<file path="config.mk">
export PLATFORM = sky130hd
export DESIGN_NAME = sdram_burst_arbiter
export DESIGN_NICKNAME = d
export VERILOG_FILES = /design/src/rtl/sdram_burst_arbiter.sv
export SDC_FILE = /design/constraint.sdc
export NUM_CORES = 1
export LEC_CHECK = 0
export BUFFER_PORTS_ARGS = -buffer_cell sky130_fd_sc_hd__buf_2
export CAP_MARGIN = 20
export CORE_MARGIN = 4
export CORE_UTILIZATION = 25
export CTS_CLUSTER_SIZE = 28
export DETAILED_ROUTE_END_ITERATION = 10
export GPL_TIMING_DRIVEN = 0
export PLACE_DENSITY_LB_ADDON = 0.15
export SLEW_MARGIN = 25
export SYNTH_ARGS = -nofsm -noshare
export SYNTH_HDL_FRONTEND = slang
export SYNTH_SLANG_ARGS = --single-unit
</file>
<file path="constraint.sdc">
create_clock -name iCLK -period 2.4 [get_ports iCLK]
set_clock_uncertainty 0.2 [all_clocks]
set_input_delay 0.24 -clock iCLK [delete_from_list [all_inputs] [get_ports iCLK]]
set_output_delay 0.24 -clock iCLK [all_outputs]
set_load 0.01 [all_outputs]
</file>
<file path="src/rtl/sdram_burst_arbiter.sv">
`default_nettype none
// ============================================================================
//  Module   : sdram_burst_arbiter
//  Brief    : Two-client round-robin burst arbiter in front of the SDRAM
//             frame-buffer controller write/read FIFO host port. Grants whole
//             fixed-length bursts and sequences load, settle, streaming and
//             completion for each one.
//  Revision : 1.0 - initial release
// ============================================================================
module sdram_burst_arbiter #(
    parameter int AW        = 24,
    parameter int DW        = 16,
    parameter int BURST_LEN = 128,
    parameter int SETTLE    = 4
) (
    input  logic          iCLK,
    input  logic          iRST,
    // client 0
    input  logic          c0_req,
    input  logic          c0_we,
    input  logic [AW-1:0] c0_addr,
    input  logic [DW-1:0] c0_wdata,
    output logic          c0_ack,
    output logic          c0_rvalid,
    output logic          c0_done,
    // client 1
    input  logic          c1_req,
    input  logic          c1_we,
    input  logic [AW-1:0] c1_addr,
    input  logic [DW-1:0] c1_wdata,
    output logic          c1_ack,
    output logic          c1_rvalid,
    output logic          c1_done,
    // shared read data
    output logic [DW-1:0] rdata,
    // controller write FIFO side
    output logic          oWR,
    output logic [DW-1:0] oWR_DATA,
    output logic [AW-1:0] oWR_ADDR,
    output logic          oWR_LOAD,
    input  logic          iWR_FULL,
    // controller read FIFO side
    output logic          oRD,
    output logic [AW-1:0] oRD_ADDR,
    output logic          oRD_LOAD,
    input  logic [DW-1:0] iRD_DATA,
    input  logic          iRD_EMPTY,
    // status
    output logic [1:0]    oGRANT,
    output logic          oBUSY
);

    localparam int CW = $clog2(BURST_LEN + 1);
    localparam int SW = 4;

    typedef enum logic [2:0] {
        S_IDLE   = 3'd0,
        S_LOAD   = 3'd1,
        S_SETTLE = 3'd2,
        S_XFER   = 3'd3,
        S_DRAIN  = 3'd4,
        S_DONE   = 3'd5
    } state_t;

    state_t         state_q;
    logic [1:0]     grant_q;
    logic           we_q;
    logic           last_q;        // last client served: 0 = c0, 1 = c1
    logic [CW-1:0]  cnt_q;
    logic [SW-1:0]  settle_q;
    logic           wr_load_q;
    logic           rd_load_q;
    logic [AW-1:0]  wr_addr_q;
    logic [AW-1:0]  rd_addr_q;
    logic           c0_rvalid_q;
    logic           c1_rvalid_q;
    logic           c0_done_q;
    logic           c1_done_q;

    logic           w_pick_c1;
    logic           w_xfer_wr;
    logic           w_wr_fire;
    logic           w_rd_fire;
    logic           w_last;

    // Arbitration: a lone requester wins; on a tie the client not served last wins.
    assign w_pick_c1 = c1_req && (!c0_req || !last_q);

    // Word strobes are combinational so FIFO flags throttle in the same cycle.
    assign w_xfer_wr = (state_q == S_XFER) && we_q;
    assign w_wr_fire = w_xfer_wr && !iWR_FULL;
    assign w_rd_fire = (state_q == S_XFER) && !we_q && !iRD_EMPTY;
    assign w_last    = (cnt_q == CW'(BURST_LEN - 1));

    assign oWR       = w_wr_fire;
    assign oRD       = w_rd_fire;
    assign c0_ack    = w_wr_fire && grant_q[0];
    assign c1_ack    = w_wr_fire && grant_q[1];
    assign oWR_DATA  = w_xfer_wr ? (grant_q[1] ? c1_wdata : c0_wdata) : '0;
    assign oWR_ADDR  = wr_addr_q;
    assign oRD_ADDR  = rd_addr_q;
    assign oWR_LOAD  = wr_load_q;
    assign oRD_LOAD  = rd_load_q;
    assign c0_rvalid = c0_rvalid_q;
    assign c1_rvalid = c1_rvalid_q;
    assign c0_done   = c0_done_q;
    assign c1_done   = c1_done_q;
    assign rdata     = iRD_DATA;
    assign oGRANT    = grant_q;
    assign oBUSY     = (state_q != S_IDLE);

    // Burst sequencer with registered grant, load, rvalid and done outputs.
    always_ff @(posedge iCLK or posedge iRST) begin
        if (iRST) begin
            state_q     <= S_IDLE;
            grant_q     <= 2'b00;
            we_q        <= 1'b0;
            last_q      <= 1'b1;
            cnt_q       <= '0;
            settle_q    <= '0;
            wr_load_q   <= 1'b0;
            rd_load_q   <= 1'b0;
            wr_addr_q   <= '0;
            rd_addr_q   <= '0;
            c0_rvalid_q <= 1'b0;
            c1_rvalid_q <= 1'b0;
            c0_done_q   <= 1'b0;
            c1_done_q   <= 1'b0;
        end else begin
            // Read data from the FIFO appears one cycle after the pop.
            c0_rvalid_q <= w_rd_fire && grant_q[0];
            c1_rvalid_q <= w_rd_fire && grant_q[1];
            c0_done_q   <= 1'b0;
            c1_done_q   <= 1'b0;

            case (state_q)
                S_IDLE: begin
                    if (c0_req || c1_req) begin
                        grant_q <= w_pick_c1 ? 2'b10 : 2'b01;
                        we_q    <= w_pick_c1 ? c1_we : c0_we;
                        if (w_pick_c1 ? c1_we : c0_we) begin
                            wr_addr_q <= w_pick_c1 ? c1_addr : c0_addr;
                            wr_load_q <= 1'b1;
                        end else begin
                            rd_addr_q <= w_pick_c1 ? c1_addr : c0_addr;
                            rd_load_q <= 1'b1;
                        end
                        state_q <= S_LOAD;
                    end
                end
                S_LOAD: begin
                    wr_load_q <= 1'b0;
                    rd_load_q <= 1'b0;
                    settle_q  <= '0;
                    state_q   <= S_SETTLE;
                end
                S_SETTLE: begin
                    if (settle_q == SW'(SETTLE - 1)) begin
                        cnt_q   <= '0;
                        state_q <= S_XFER;
                    end else begin
                        settle_q <= settle_q + SW'(1);
                    end
                end
                S_XFER: begin
                    if (w_wr_fire || w_rd_fire) begin
                        if (w_last) begin
                            cnt_q   <= '0;
                            state_q <= we_q ? S_DONE : S_DRAIN;
                        end else begin
                            cnt_q <= cnt_q + CW'(1);
                        end
                    end
                end
                S_DRAIN: begin
                    state_q <= S_DONE;
                end
                S_DONE: begin
                    c0_done_q <= grant_q[0];
                    c1_done_q <= grant_q[1];
                    last_q    <= grant_q[1];
                    grant_q   <= 2'b00;
                    state_q   <= S_IDLE;
                end
                default: begin
                    state_q <= S_IDLE;
                end
            endcase
        end
    end

endmodule
`default_nettype wire

</file>
==> results of run 1 <==
[power breakdown]
part           switching, W  total (W)  leakage [nW]  internal (W)
logic               0.00137    0.00280          1.73       0.00142
registers          0.000329    0.00213         0.892       0.00180
clock network      0.000526    0.00133         0.139      0.000804
[cell type report]
type,instances,area [µm²],share of cell area [%]
sequential,73,1830,33.7
multi-input combinational,218,1820,33.5
timing repair buffer,184,958,17.7
tap,211,264,4.87
buffer,33,253,4.66
clock buffer,11,233,4.29
clock inverter,5,56.3,1.04
inverter,4,17.5,0.323
[per-layer routing]
metal	GRT usage (%)	wire length [µm]	vias to the layer above
li1	-	-	1540
met1	14.8	4550	1498
met2	19.9	4860	151
met3	4.14	978	11
met4	5.54	199	0
met5	0	0	-
[Yosys cell counts (6+ instances only)]
| library cell | n | area share (%) |
|---|---|---|
| nand3_1 | 8 | 1.0 |
| clkbuf_1 | 8 | 0.77 |
| dfrtp_1 | 72 | 46 |
| o21ai_0 | 18 | 2.3 |
| and2_1 | 6 | 0.96 |
| buf_4 | 16 | 3.1 |
| nor2_1 | 27 | 2.6 |
| mux2_2 | 53 | 15 |
| mux2_4 | 19 | 7.3 |
| mux2i_1 | 16 | 4.1 |
| a21oi_1 | 9 | 1.2 |
| nand2_1 | 16 | 1.5 |
[per-stage QoR]
step                      TNS, ps  power (W)  util (%)
after floorplan                 0    0.00394         -
after global placement     -67790    0.00494      33.3
after detailed placement        0    0.00498      33.5
after CTS                       0    0.00637      35.6
after global routing            0    0.00673      35.6
final                           0    0.00625      35.6
[worst max-delay path: stages (launching register included)]
cell and delay [ps]:
dfrtp_1 340, buf_6 130, and3b_1 280, nand2_2 160, clkbuf_2 220, nor2_1 130
buf_2 140
[repair_timing]
action                     4_1_cts  5_1_grt
setup endpoints to repair       10       14
hold buffers                     3        0
hold endpoints to repair        33        0
gates cloned                     0        0
gates resized for setup          2        2
[path summary, 6_finish.rpt]
path / startpoint / to / slack, ps / cells after the start
setup / recovery: state_q[1] / oWR_DATA[13] / 220 / 6
hold / removal: iRD_EMPTY / c1_rvalid / 40 / 3
setup reg to reg: state_q[1] / oWR_ADDR[14] / 230 / 6
hold reg to reg: oRD_LOAD / oRD_LOAD / 290 / 2
max in group asynchronous: iRST / last_q / 1110 / 4
min in group asynchronous: iRST / oRD_ADDR[6] / 270 / 3
[cell families after synthesis]
group | share of synthesized area, %
AOI/OAI and AO/OA | 6.37
adders and majority gates | 0.640
xor gates and xnor gates | 0.224
buffers and inverters | 6.88
muxes | 27.5
DFF | 46.7
and+or+nand+nor | 11.6
[registers in the layout (all words and copies together) (netlist names)]
| name | count |
|---|---|
| c0_done | 1 |
| c0_rvalid | 1 |
| c1_done | 1 |
| c1_rvalid | 1 |
| cnt_q | 8 |
| last_q | 1 |
| oGRANT | 2 |
| oRD_ADDR | 24 |
| oRD_LOAD | 1 |
| oWR_ADDR | 24 |
| oWR_LOAD | 1 |
| settle_q | 4 |
| state_q | 3 |
| we_q | 1 |
==> flow_summary_export.csv, run 1 <==
group,metric,value,unit
outcome,outcome,"complete, no violations",
finish,num_antenna_cells,0,
routing,dr.pass1.iters,4,
timing,setup_viol,0,
clocking,cts_tree,"built",
clocking,h-tree-depth,3,
synth,syn-cell-area,3910,µm²
power_and_ir_drop,leakagePower,2.76,nW
hold_path,hold_class,"input port to flop",
timing,max-slew-margin-rel,56.4,%
finish,postLayoutCellArea,5430,µm²
placement,dp.cells,721,
routing,drc,0,
routing,drt_iter0_drc,145,
worst_setup_path,crit_type,"flop to output port",
clocking,cts_setup_buffers,0,
placement,portBuffers,180,
finish,fin_cells,739,
grt,grt_pass1_vias,3410,
synth,ys.flop_type,"dfrtp_1",
finish,final_common_cell,"buf_2",
timing,max_freq,459,MHz
routing,vias,3200,
timing,setup_ws,222,ps
synth,ys_seq_area_share,46.7,%
floorplanning,fp.dieArea,17700,µm²
grt,grt_pass1_wl,17300,µm
synth,synth_cells,329,
clocking,numCtsBuffers,9,
clocking,cts.path.max_buffers,2,
placement,placed_area,5110,µm²
timing,slew_violations,0,
routing,vias_per_cell,4.33,
power_and_ir_drop,vdd_drop_max,0.000406,V
timing,min_period_over_period,90.8,%
floorplanning,die_w,133,µm
placement,gp_congestion,0.811,
finish,finalNetCount,629,
floorplanning,ios,197,
placement,hpwl,8250,µm
timing,holdWs,36.0,ps
grt,grt_antenna_before_repair,0,
finish,area_growth,38.7,%
finish,fillers,1572,
floorplanning,core,15300,µm²
floorplanning,die_h,133,µm
clocking,clkTransAtPathRegs,60,ps
synth,ys_ff_latch,73,
timing,fin_crit,2180,ps
clocking,root_buffer,"clkbuf_16",
grt,overflow,0,
finish,final_cell_mix,"buf_2 (183), dfrtp_1 (72), mux2_2 (53)",
worst_setup_path,arrival,1740,ps
worst_setup_path,start_kind,"flop",
routing,postRouteAntennaNets,0,
synth,synth.distinct_cells,52,
synth,synth.avg_cell_area,11.9,µm²
routing,wl_per_cell,14.3,µm
clocking,clock_sinks,73,
timing,worst_pin_slew,655,ps
floorplanning,rows,45,
worst_setup_path,endpoint_kind,"output port",
timing,hold_viol,0,
power_and_ir_drop,pwr_density_cell,1150,nW/µm²
placement,pre_cts_ws,35.8,ps
timing,rsz0062_at_grt,"false",
worst_setup_path,cp.required,1960,ps
grt,grt_max_degree,42,
synth,synth_fp_nets,435,
synth,yosysWarnings,0,
grt,globalRouteTotalUtil,12.3,%
routing,wl,10600,µm
clocking,clk_latency,340,ps
synth,synth_edf_count,0,
floorplanning,start_util,25.6,%
synth,synthArstFlopShare,100,%
finish,drive_above_1_share,58.0,%
run,maxCapViolations,0,
worst_setup_path,worstPathMaxFanout,10,
Note: power is estimated with default switching activity, not from simulation.
==> run 2: changes to the inputs <==
CORE_ASPECT_RATIO = 1.2   (was unset)
==> run 2 against run 1 <==
Wire length up 1.5%. Sequential share of layout area is essentially flat. Maximum frequency decreased by 3.9%. Largest cell class unchanged. Sequential cell count did not move. Combinational power about the same. Critical path depth is the same. Sequential power about the same.
==> flow_summary_export.csv, run 2 (synthesis gave the netlist of run 1 again) <==
group,metric,value,unit
timing,setup_tns,0,ps
routing,drc,0,
timing,max-slew-margin-rel,50.0,%
hold_path,whs_endpoint,"c1_rvalid",
timing,slew_violations,0,
worst_setup_path,max_stage_delay,400,ps
grt,grt_antenna_before_repair,0,
run,maxCapViolations,0,
timing,rsz0062_at_grt,"false",
timing,worst_pin_slew,751,ps
clocking,root_buffer,"clkbuf_16",
placement,hpwl,8360,µm
worst_setup_path,timing.rr.start,"last_q",
hold_path,min_from,"iRD_EMPTY",
hold_path,holdPathStages,3,
worst_setup_path,ff2ff_path_depth,6,
worst_setup_path,crit_family,"multiplexers",
routing,postRouteAntennaNets,0,
placement,portBuffers,180,
clocking,numCtsBuffers,9,
floorplanning,rows,49,
finish,post-route-util,35.8,%
routing,wl,10700,µm
placement,gp_congestion,0.750,
placement,placed_area,5090,µm²
worst_setup_path,worst-path-buf-inv,2,
clocking,cts_tree,"built",
clocking,clk_latency,330,ps
floorplanning,ios,197,
outcome,outcome,"complete, no violations",
worst_setup_path,cpMaxStageDelayCell,"mux2i_4",
worst_setup_path,cp.required,2410,ps
power_and_ir_drop,p_sw,0.00224,W
power_and_ir_drop,clkPwrFrac,22.6,%
timing,setup_viol,0,
worst_setup_path,worstPathMaxFanout,18,
floorplanning,fp.dieArea,17700,µm²
worst_setup_path,worstReg2RegEnd,"oRD_ADDR[19]",
power_and_ir_drop,p_sw_share,35.2,%
hold_path,hold_class,"input port to flop",
grt,grt_pass1_vias,3196,
worst_setup_path,r2r_setup_slack,130,ps
power_and_ir_drop,leakagePower,2.76,nW
routing,dr.pass1.iters,4,
worst_setup_path,crit_type,"flop to flop",
timing,hold_viol,0,
clocking,cts.path.max_buffers,2,
finish,final_cell_mix,"buf_2 (183), dfrtp_1 (72), mux2_2 (53)",
worst_setup_path,crit_cells,6,
timing,max_freq,441,MHz
floorplanning,die_w,122,µm
timing,min_period_over_period,94.5,%
grt,overflow,0,
grt,grt_pass1_wl,16800,µm
power_and_ir_drop,p_int,0.00412,W
worst_setup_path,path_common_cell,"buf_6",
power_and_ir_drop,comb_power_share,44.1,%
floorplanning,die_h,145,µm
grt,globalRouteTotalUtil,11.9,%
power_and_ir_drop,pwr_density_cell,1170,nW/µm²
placement,dp.cells,714,
routing,vias,3193,
worst_setup_path,arrival,2280,ps
routing,drt_iter0_drc,137,
worst_setup_path,endpoint_kind,"flop",
finish,final_common_cell,"buf_2",
clocking,clkTransAtPathRegs,60,ps
worst_setup_path,crit_chain,"a21boi_1 > buf_6 > mux2i_4 > nand2_2 > buf_6 > mux2_1",
finish,fin_cells,729,
finish,area_growth,38.6,%
clocking,clock_sinks,73,
grt,grt_max_degree,42,
timing,fin_crit,2270,ps
clocking,h-tree-depth,3,
timing,holdWs,46.2,ps
floorplanning,start_util,25.8,%
clocking,cts_setup_buffers,0,
power_and_ir_drop,vdd_drop_max,0.000341,V
worst_setup_path,start_kind,"flop",
floorplanning,core,15100,µm²
finish,finalNetCount,626,
power_and_ir_drop,p_seq_share,33.3,%
routing,vias_per_cell,4.38,
routing,wl_per_cell,14.7,µm
finish,num_antenna_cells,0,
finish,postLayoutCellArea,5420,µm²
finish,drive_above_1_share,58.5,%
==> run 2: power groups by stage <==
| stage | clock, W | sequential [W] | combinational [W] |
|---|---|---|---|
| 3_3_place_gp | 0 | 0.00213 | 0.00282 |
| 6_report | 0.00144 | 0.00212 | 0.00280 |
| 4_1_cts | 0.00149 | 0.00212 | 0.00287 |
| 5_1_grt | 0.00155 | 0.00219 | 0.00308 |
| 3_5_place_dp | 0 | 0.00214 | 0.00285 |
| 2_1_floorplan | 0 | 0.00231 | 0.00163 |
==> run 2: layout make-up <==
class | instances | area [µm²]
buffer | 32 | 248
clock buffer | 10 | 229
clock inverter | 6 | 90.1
fill | 1552 | 9720
inverter | 4 | 17.5
multi-input combinational | 218 | 1820
sequential | 73 | 1830
tap | 204 | 255
timing repair buffer | 182 | 931
==> run 2: how the worst max path moves through the flow <==
| stage | start | endpoint | slack (ps) |
|---|---|---|---|
| 2_1_floorplan | iRST | c0_done | 110 |
| 3_3_place_gp | iRST | cnt_q[4] | -930 |
| 3_5_place_dp | c1_req | oRD_ADDR[19] | -50 |
| 4_1_cts | last_q | oRD_ADDR[19] | 6 |
| 5_1_grt | last_q | oRD_ADDR[19] | 2 |
| 6_report | last_q | oRD_ADDR[19] | 130 |
==> run 2: what timing repair did <==
item | in CTS | in global routing
pin swaps | 0 | 0
resized for setup | 2 | 1
hold buffers | 1 | 0
endpoints found under the setup margin | 10 | 28
hold endpoints to repair | 31 | 0
==> run 2: worst register-to-register path, cell delays in order (launching register included) <==
cell and delay (ps):
dfstp_2 360, a21boi_1 170, buf_6 270, mux2i_4 410
nand2_2 230, buf_6 210, mux2_1 310
==> run 2: per-stage QoR <==
step	total power [W]	setup slack, ps
6_report	0.00636	132
5_1_grt	0.00682	2.38
4_1_cts	0.00648	6.01
3_5_place_dp	0.00499	-51.3
3_3_place_gp	0.00495	-927
2_1_floorplan	0.00394	108
==> run 2: metal layers <==
layer | share of wire, % | GRT usage [%] | routed length [µm]
met5 | 0 | 0 | 0
met4 | 1.6 | 3.59 | 175
met3 | 7.0 | 2.92 | 753
met2 | 48 | 20.2 | 5160
met1 | 43 | 15.0 | 4660
==> run 3: changes to the inputs <==
PLACE_DENSITY_LB_ADDON = 0.25   (was 0.15)
clock period = 2 ns   (was 2.4 ns; I/O delays follow)
==> run 3 against run 2 <==
Clock power grew 14%. Critical path depth shrank 1. Final cell count grew 3.2%. Critical endpoint is now oWR_ADDR[9]. Non-clock buffer count grew 23. Sequential power grew 21%. First-iteration DRC count grew 12%. Global-route usage grew 0.084 points. Maximum frequency grew 10%. Register-to-register slack lost 190 ps. Wire length grew 4.4%. Sequential share of layout area shrank 2.2 points. Die area is the same. The flow now finishes with violations (setup timing).
==> flow_summary_export.csv, run 3 (synthesis gave the netlist of run 1 again) <==
group,metric,value,unit
power_and_ir_drop,p_int,0.00515,W
timing,setup_viol,34,
worst_setup_path,ff2ff_path_depth,5,
placement,gp_congestion,0.822,
routing,drt_iter0_drc,154,
clocking,root_buffer,"clkbuf_16",
outcome,outcome,"finished with violations",
finish,final_cell_mix,"buf_2 (185), dfrtp_1 (70), mux2_2 (48)",
power_and_ir_drop,vdd_drop_max,0.000483,V
clocking,clk_latency,330,ps
routing,vias_per_cell,4.45,
finish,drive_above_1_share,62.2,%
finish,final_common_cell,"buf_2",
routing,vias,3343,
floorplanning,die_h,145,µm
worst_setup_path,cp.required,2010,ps
worst_setup_path,worstPathMaxFanout,5,
placement,pre_cts_ws,-312,ps
power_and_ir_drop,clkPwrFrac,20.5,%
finish,finalNetCount,649,
clocking,numCtsBuffers,9,
finish,num_antenna_cells,0,
worst_setup_path,cp-startpoint,"state_q[2]",
placement,portBuffers,180,
outcome,violations,"setup timing",
clocking,clock_sinks,73,
clocking,cts_tree,"built",
floorplanning,die_w,122,µm
power_and_ir_drop,p_sw,0.00284,W
placement,hpwl,8300,µm
worst_setup_path,worstReg2RegEnd,"oWR_ADDR[9]",
timing,slew_violations,0,
worst_setup_path,arrival,2070,ps
worst_setup_path,endpoint_kind,"flop",
clocking,cts.path.max_buffers,2,
routing,wl,11200,µm
finish,fillers,1504,
grt,grt_antenna_before_repair,0,
power_and_ir_drop,report.power.total,0.00799,W
finish,postLayoutCellArea,5810,µm²
grt,grt_pass1_vias,3329,
routing,postRouteAntennaNets,0,
routing,dr.pass1.iters,4,
power_and_ir_drop,leakagePower,2.96,nW
routing,drc,0,
power_and_ir_drop,p_seq_share,32.2,%
run,maxCapViolations,0,
finish,area_growth,48.6,%
floorplanning,start_util,25.8,%
floorplanning,ios,197,
floorplanning,rows,49,
power_and_ir_drop,p_sw_share,35.5,%
hold_path,min_from,"c0_addr[20]",
timing,min_period_over_period,103,%
timing,worst_pin_slew,489,ps
worst_setup_path,crit_type,"flop to flop",
worst_setup_path,cp-endpoint,"oWR_ADDR[9]",
timing,max_freq,485,MHz
floorplanning,fp.dieArea,17700,µm²
worst_setup_path,r2r_setup_slack,-60,ps
clocking,clkTransAtPathRegs,60,ps
grt,overflow,0,
placement,placed_area,5110,µm²
timing,max-slew-margin-rel,67.3,%
timing,setup_ws,-60.1,ps
floorplanning,core,15100,µm²
grt,grt_pass1_wl,17000,µm
routing,wl_per_cell,14.9,µm
power_and_ir_drop,pwr_density_cell,1370,nW/µm²
grt,globalRouteTotalUtil,12.0,%
timing,hold_viol,0,
finish,post-route-util,38.4,%
timing,rsz0062_at_grt,"true",
clocking,h-tree-depth,3,
timing,setup_tns,-926,ps
timing,fin_crit,2060,ps
hold_path,hold_class,"input port to flop",
worst_setup_path,timing.rr.start,"state_q[2]",
worst_setup_path,start_kind,"flop",
grt,grt_max_degree,31,
power_and_ir_drop,comb_power_share,47.3,%
## run 3: changes by cell type in the layout (fill, tap and decap cells not counted), sizes merged
cell,before,now
buf,207,227
clkinvlp,1,2
clkinv,2,3
bufinv,2,1
dlygate4sd3,1,3
## run 3: area by class of cell
class | instances | area, µm² | area share, %
Buffer | 31 | 263 | 4.52
Sequential cell | 73 | 1830 | 31.5
Clock buffer | 9 | 225 | 3.88
Multi-Input combinational cell | 218 | 1920 | 33.1
Timing Repair Buffer | 206 | 1220 | 21.0
Inverter | 4 | 18.8 | 0.323
Tap cell | 204 | 255 | 4.39
Clock inverter | 7 | 77.6 | 1.34
## run 3: worst max-delay path, stage by stage (launching register included)
cell and delay [ps]:
dfrtp_1 400, or3_4 400, or2_4 270, nor2_8 180, clkbuf_16 190, mux2_4 300
## run 3: metrics by stage
| step | hold WS, ps | instances |
|---|---|---|
| 6_report | 43.1 | 752 |
| 5_1_grt | 41.2 | 752 |
| 4_1_cts | 13.8 | 740 |
| 3_5_place_dp | 58.7 | 715 |
| 3_3_place_gp | 269 | 713 |
| 2_1_floorplan | 143 | 329 |
## run 3: layer usage
layer  vias up  wire length, µm  global-route usage [%]
li1       1588                -                       -
met1      1591             4590                    14.9
met2       158             5560                    20.3
met3         6              944                    2.80
met4         0              118                    4.43
met5         -                0                       0
## run 3: how the worst min path moves through the flow
stage | slack (ps) | depth (start not counted) | endpoint
after floorplan | 140 | 2 | state_q[0]
after global placement | 270 | 2 | cnt_q[7]
after detailed placement | 60 | 2 | oRD_ADDR[16]
after CTS | 10 | 3 | c1_rvalid
after global routing | 40 | 3 | oWR_ADDR[22]
final | 40 | 3 | oWR_ADDR[20]
## run 3: power groups by stage
stage | combinational (W) | clock (W) | sequential (W)
after floorplan | 0.00195 | 0 | 0.00277
after global placement | 0.00333 | 0 | 0.00255
after detailed placement | 0.00339 | 0 | 0.00257
after CTS | 0.00359 | 0.00170 | 0.00256
after global routing | 0.00410 | 0.00176 | 0.00267
final | 0.00378 | 0.00164 | 0.00257
## run 3: repair_timing
item / CTS / global route
hold buffers: 3 / 0
pin swaps: 2 / 5
hold endpoints to repair: 20 / 0
buffers inserted: 7 / 11
cloned: 0 / 3
resized for setup: 21 / 24
endpoints found under the setup margin: 68 / 57
